--- config.mk ---
export PLATFORM = sky130hd
export DESIGN_NAME = da_divider
export DESIGN_NICKNAME = d
export VERILOG_FILES = /design/src/rtl/da_divider.sv
export SDC_FILE = /design/constraint.sdc
export NUM_CORES = 1
export LEC_CHECK = 0
export ABC_CLOCK_PERIOD_IN_PS = 7100
export BUFFER_PORTS_ARGS = -buffer_cell sky130_fd_sc_hd__buf_2
export CORE_ASPECT_RATIO = 0.75
export CORE_MARGIN = 10
export CORE_UTILIZATION = 40
export CTS_BUF_LIST = sky130_fd_sc_hd__clkbuf_16
export CTS_CLUSTER_DIAMETER = 80
export DETAILED_ROUTE_END_ITERATION = 16
export PLACE_DENSITY_LB_ADDON = 0.15
export SKIP_CTS_REPAIR_TIMING = 1
export SLEW_MARGIN = 40
export SYNTH_ARGS = -nofsm -noshare
export SYNTH_HDL_FRONTEND = slang
export SYNTH_SLANG_ARGS = --single-unit
--- constraint.sdc ---
create_clock -name clock -period 7.1 [get_ports clock]
set_clock_uncertainty 0.15 [all_clocks]
set_input_delay 1.42 -clock clock [delete_from_list [all_inputs] [get_ports clock]]
set_output_delay 1.42 -clock clock [all_outputs]
set_load 0.05 [all_outputs]
--- src/rtl/da_divider.sv ---
// da_divider: restoring shift-subtract unsigned divider, one quotient bit per clock.
module da_divider #(
  parameter int ASIZE = 8,
  parameter int BSIZE = 8
) (
  input  logic             clock,
  input  logic             rst_n,
  input  logic             start,
  input  logic [ASIZE-1:0] adata,
  input  logic [BSIZE-1:0] bdata,
  output logic             busy,
  output logic             done,
  output logic [ASIZE-1:0] qdata,
  output logic [BSIZE-1:0] rdata,
  output logic             div_zero
);
  localparam int CW = $clog2(ASIZE + 1);
  if (BSIZE > ASIZE) begin : g_bad_size
    $error("da_divider: BSIZE must not exceed ASIZE");
  end
  typedef enum logic {IDLE, CALC} state_t;
  state_t           state;
  logic [ASIZE-1:0] a_sh;
  logic [BSIZE-1:0] b_r;
  logic [BSIZE:0]   r_acc;
  logic [ASIZE-1:0] q_sh;
  logic [CW-1:0]    cnt;
  logic [BSIZE+1:0] t;
  logic             ge;
  logic [BSIZE:0]   r_nx;
  logic [ASIZE-1:0] q_nx;
  // r_acc[BSIZE] is always 0 after a step; carrying it keeps the compare exact
  always_comb begin
    t    = {r_acc, a_sh[ASIZE-1]};
    ge   = t >= {2'b00, b_r};
    r_nx = (BSIZE+1)'(ge ? t - {2'b00, b_r} : t);
    q_nx = {q_sh[ASIZE-2:0], ge};
  end
  always_ff @(posedge clock or negedge rst_n) begin
    if (!rst_n) begin
      state    <= IDLE;
      a_sh     <= '0;
      b_r      <= '0;
      r_acc    <= '0;
      q_sh     <= '0;
      cnt      <= '0;
      busy     <= 1'b0;
      done     <= 1'b0;
      qdata    <= '0;
      rdata    <= '0;
      div_zero <= 1'b0;
    end else begin
      done <= 1'b0;
      if (state == IDLE) begin
        if (start && |bdata) begin
          a_sh  <= adata;
          b_r   <= bdata;
          r_acc <= '0;
          q_sh  <= '0;
          cnt   <= CW'(ASIZE);
          busy  <= 1'b1;
          state <= CALC;
        end else if (start) begin
          qdata    <= '1;
          rdata    <= adata[BSIZE-1:0];
          div_zero <= 1'b1;
          done     <= 1'b1;
        end
      end else begin
        a_sh  <= a_sh << 1;
        r_acc <= r_nx;
        q_sh  <= q_nx;
        cnt   <= cnt - 1'b1;
        if (cnt == CW'(1)) begin
          qdata    <= q_nx;
          rdata    <= r_nx[BSIZE-1:0];
          div_zero <= 1'b0;
          done     <= 1'b1;
          busy     <= 1'b0;
          state    <= IDLE;
        end
      end
    end
  end
endmodule
# Word-level counts from Yosys, hierarchy flattened
# Index checks and enable logic that the tools add are counted.
classes:
  n_addsub: 2
  magnitude_cmp: 1
  eq_ne: 3
  mux: 30
  bitwise: 1
  reduce_logical: 7
op_table:
  columns: ["op", "count"]
  rows:
  - ["8-bit 2-to-1 mux", 10]
  - ["9-bit 2-to-1 mux", 3]
  - ["7-bit 2-to-1 mux", 2]
  - ["1-bit 2-to-1 mux", 13]
  - ["10-bit by 8-bit greater-or-equal comparator with 1-bit output", 1]
  - ["9-bit by 8-bit subtractor with 9-bit output", 1]
  - ["4-bit 2-to-1 mux", 2]
  - ["8-bit OR reduction", 1]
  - ["4-bit by 1-bit equality test with 1-bit output (second input constant)", 1]
  - ["2-bit AND reduction", 2]
  - ["2-bit nonzero test", 2]
  - ["4-bit by 1-bit subtractor with 4-bit output (second input constant)", 1]
  - ["3-bit AND reduction", 1]
  - ["2-bit by 1-bit != test with 1-bit output (second input constant)", 1]
  - ["2-bit != test (second input constant)", 1]
  - ["1-bit logical AND", 1]
  - ["1-bit inverter", 1]
totals:
  ff_bits: 56
  in_bits: 19
  out_inout_bits: 19
  word_cells: 55

# Depth between registers and ports, before layout
logic_depth:
  depth_word: 4
  depth_mapped: 10
  depth_no_buf: 9

# Worst setup path after synthesis
# OpenSTA, ideal clock, no wires.
synth_path:
  kind: "input-to-reg"
  from: "in bdata[1]"
  to: "reg rdata[6]"
  setup_ns: 0.129
  t_arrival_ns: 2.484
  required_time_ns: 6.821
  slack_ns: 4.336
  path_stages: 6
  path_buffers: 1
  cell_sequence: "nor4_2 -> a31oi_1 -> buf_4 -> or3_1 -> o21ai_1 -> a31oi_1"
synth_between:
  elab_chain_len: 4
synth_lines:
  columns: ["item", "line", "source"]
  rows:
  - ["start, declared", "10", "input logic [BSIZE-1:0] bdata,"]
  - ["8-bit OR reduction", "55", "if (start && |bdata) begin"]
  - ["1-bit logical AND", "55", null]
  - ["2-bit != test (no source line)", null, null]
  - ["3-bit AND reduction (no source line)", null, null]
  - ["end signal, assigned", "65", "rdata <= adata[BSIZE-1:0];"]
  - ["end signal, assigned", "76", "rdata <= r_nx[BSIZE-1:0];"]
  - ["end, declared", "14", "output logic [BSIZE-1:0] rdata,"]
# No other way between the ends.
# A chain may end at the register's enable or synchronous reset.

# Worst setup path in the final report
layout_path:
  from: "in bdata[5]"
  to: "reg rdata[5]"
# The elaborated chain is that of the path after synthesis.

==> run summary <==
Cells with a size suffix above 1 make up 17.9% of the layout. By startpoint and endpoint, the worst setup path is classified as in -> reg. The async set or reset register ratio after synthesis was 100%; the largest net degree at the start of global routing was 57.

STA classifies the critical path startpoint as a primary input. The die covers 0.0111 mm². The run gives 0 as the final hold violation count. The library cell used most frequently in the layout, excluding fill and tap cells, is dfrtp_1. Ranked by total cell area, the synthesized netlist is headed by dfrtp_1 48%, nand2_1 5.8%, o21ai_0 5.2%. Buffer type at the clock tree root: clkbuf_16.

The run finished with clean final reports. The min-delay analysis places its worst path in the category reg -> reg. The tools report the initial DRC count as 103.

The CTS H-tree depth is 2. STA classifies the critical path endpoint as a flop. The number of warnings printed during yosys synthesis was 0; the number of vias per cell after detailed routing was 5.15. The fraction of synthesized cell area taken by the top area cell type was 48.3%; the headroom to the max-slew limit was 51.0%. Setup repair after global routing left no endpoint under its margin. After technology mapping, the gate count stands at 306.

The number of antenna violations at the first check in global routing is 0, and the distinct cell type count after synthesis is 49. The tools report the arrival time reported for the critical path endpoint as 3.27 ns. The run gives 0 as the remaining antenna violation count after routing.

The most used flip-flop cell after synthesis is dfrtp_1. The count of buffers from port buffering was 37. For the worst setup path, the data required time is 7.16 ns.

The congestion estimate from routability-driven global placement came to 0.809. A synthesized cell averages 9.48 µm². The run gives 0.00290 mm² as the area of the mapped netlist. The maximum operating frequency came out at 0.312 GHz. Among all stages on the critical path, the largest delay is contributed by inv_1. The maximum net fanout on the critical path was 20. Leaving out fill and tap cells, the most frequent cells in the layout are 56 x dfrtp_1, 45 x nand2_1, 37 x buf_2. The growth of design area from synthesis to finish was 13.4%; the register bit total from synthesis was 56. Measured along the y axis, the die boundary spans 93.7 µm. After clock tree synthesis, the clock-pin slew on the worst setup and hold paths is 0.07 ns.

For this design, the sink count on the clock tree is 56. In this run, CTS created clock tree buffers numbering 5. After detailed routing, the total wire length is 6.67 mm. The run gives 0 as the number of max-cap violations.

TritonCTS built the clock tree. The count of final setup violators was 0; the total DRC errors in the routed layout was 0. Measured along the x axis, the die boundary spans 118 µm. The synthesized design contains 0 enable-type register cells. The worst path in the final design needs a cycle of 3.20 ns, including I/O delays and setup.

For this configuration, the core starts out at a cell density of 41.9%. dfrtp_1 takes more of the synthesized area than any other cell. The number of diodes came out at 0.

For the pin with the worst max-slew slack, the measured transition is 0.734 ns. The run gives 4.74 mm as the placed wire-length estimate. The number of nets handed over by synthesis was 336.

The signal on the critical path passes through buf_2 -> nor4_2 -> a31oi_2 -> inv_1 -> o21ai_0 -> a31oi_1. The via count of the first global-routing pass is 2234. For this run, the register share of the synthesized area comes to 48.3%. The final global-route overflow total is 0, and the filler cell count in the final layout is 677. The first detailed-routing pass took 5 iterations. Summed over all failing endpoints, the final setup total negative slack is 0 ns. Insertion delay to the later sink of the worst-skew pair: 0.29 ns. For this run, the post-layout net count is 365. The detailed-route via count came out at 2237. In this design, the largest share of critical-path delay is due to compound AO/OA/AOI/OAI gates.

On the worst path, the slowest cell contributes a delay of 0.54 ns. The buffering stage count on the worst path with inverters included is 2, and the max-slew violation total from the final report is 0. The average wire length per cell after detail routing is 15.4 µm, and the share of the clock period used by the worst path is 45.1%. The top-level port count is 38, and the wire length of the first global-routing pass is 11.5 mm.

The floorplan has 26 rows. The tools report the total routing usage reported by global routing as 12.5%. The maximum buffer depth of the clock tree came out at 2.

The floorplan core area came out at 0.00693 mm².
## logic make-up after synthesis
group,after synthesis,synth area share (%)
AO/OA/AOI/OAI,82,17.2
flip-flops,56,48.3
XOR/XNOR,7,2.11
adder cells (fa/ha/maj),11,5.00
multiplexers,11,3.88
AND/OR/NAND/NOR,100,17.4
buffers and inverters,39,6.08
## final cells by class
class / instances / area, µm² / area share [%]
multi-input cells: 211 / 1330 / 40.5
clock inverters: 3 / 18.8 / 0.571
well taps: 98 / 123 / 3.73
clock buffers: 5 / 125 / 3.80
repair buffers: 40 / 211 / 6.43
inverters: 21 / 78.8 / 2.40
flip-flops and latches: 56 / 1400 / 42.6
## layer usage
metal  vias up  GRT usage [%]  wire, µm
li1       1121              -         -
met1      1064           17.6      3510
met2        47           18.4      2740
met3         5           3.42       365
met4         0           3.08        54
met5         -              0         0
## synthesized netlist by cell type, types with 3 or more instances
master    number
xor2_1         4
o21ai_1        5
nor2_1        18
a21oi_1       18
xnor2_1        3
ha_1          10
dfrtp_1       56
clkbuf_1       8
inv_1         21
nand2_1       45
a31oi_1       13
nand3_1       11
buf_2          5
mux2i_1        9
or3_1          3
o21ai_0       30
nor3b_1        4
## final timing paths
path,to,cells after the start,from,slack [ns]
worst max-delay path,rdata[5],6,bdata[5],3.90
worst min register to register,a_sh[2],2,a_sh[1],0.33
worst max register to register,r_acc[4],10,a_sh[7],4.12
worst min-delay path,a_sh[2],2,a_sh[1],0.33
max in group asynchronous,b_r[0],2,rst_n,5.19
min in group asynchronous,qdata[2],2,rst_n,1.11
## stage by stage
step	worst slack, ns	instance area (µm²)	cells	hold WS, ns	utilization (%)
floorplan	4.34	2900	306	0.303	-
global placement	3.36	3130	425	0.310	45.1
detailed placement	3.40	3140	426	0.311	45.4
CTS	3.71	3290	434	0.335	47.4
global route	3.63	3290	434	0.356	47.5
finish	3.90	3290	434	0.331	47.5
## flip-flops by register name (all words and copies together) (netlist names)
signal and cells:
q_sh 7, done 1, state 1, b_r 8, cnt 4, a_sh 8, r_acc 9, qdata 8
busy 1, rdata 8, div_zero 1
## worst reg2reg max path: cells and delay by family (launching register included)
kind	cells	cell delay [ns]
DFF	1	0.39
and+or+nand+nor	2	0.74
buffers and inverters	3	0.36
AOI/OAI and AO/OA	2	0.32
adders and majority gates	2	0.57
muxes	1	0.35
Power is not shown: default switching activity piles up to over one toggle a cycle in this logic, so the estimate is an artifact.
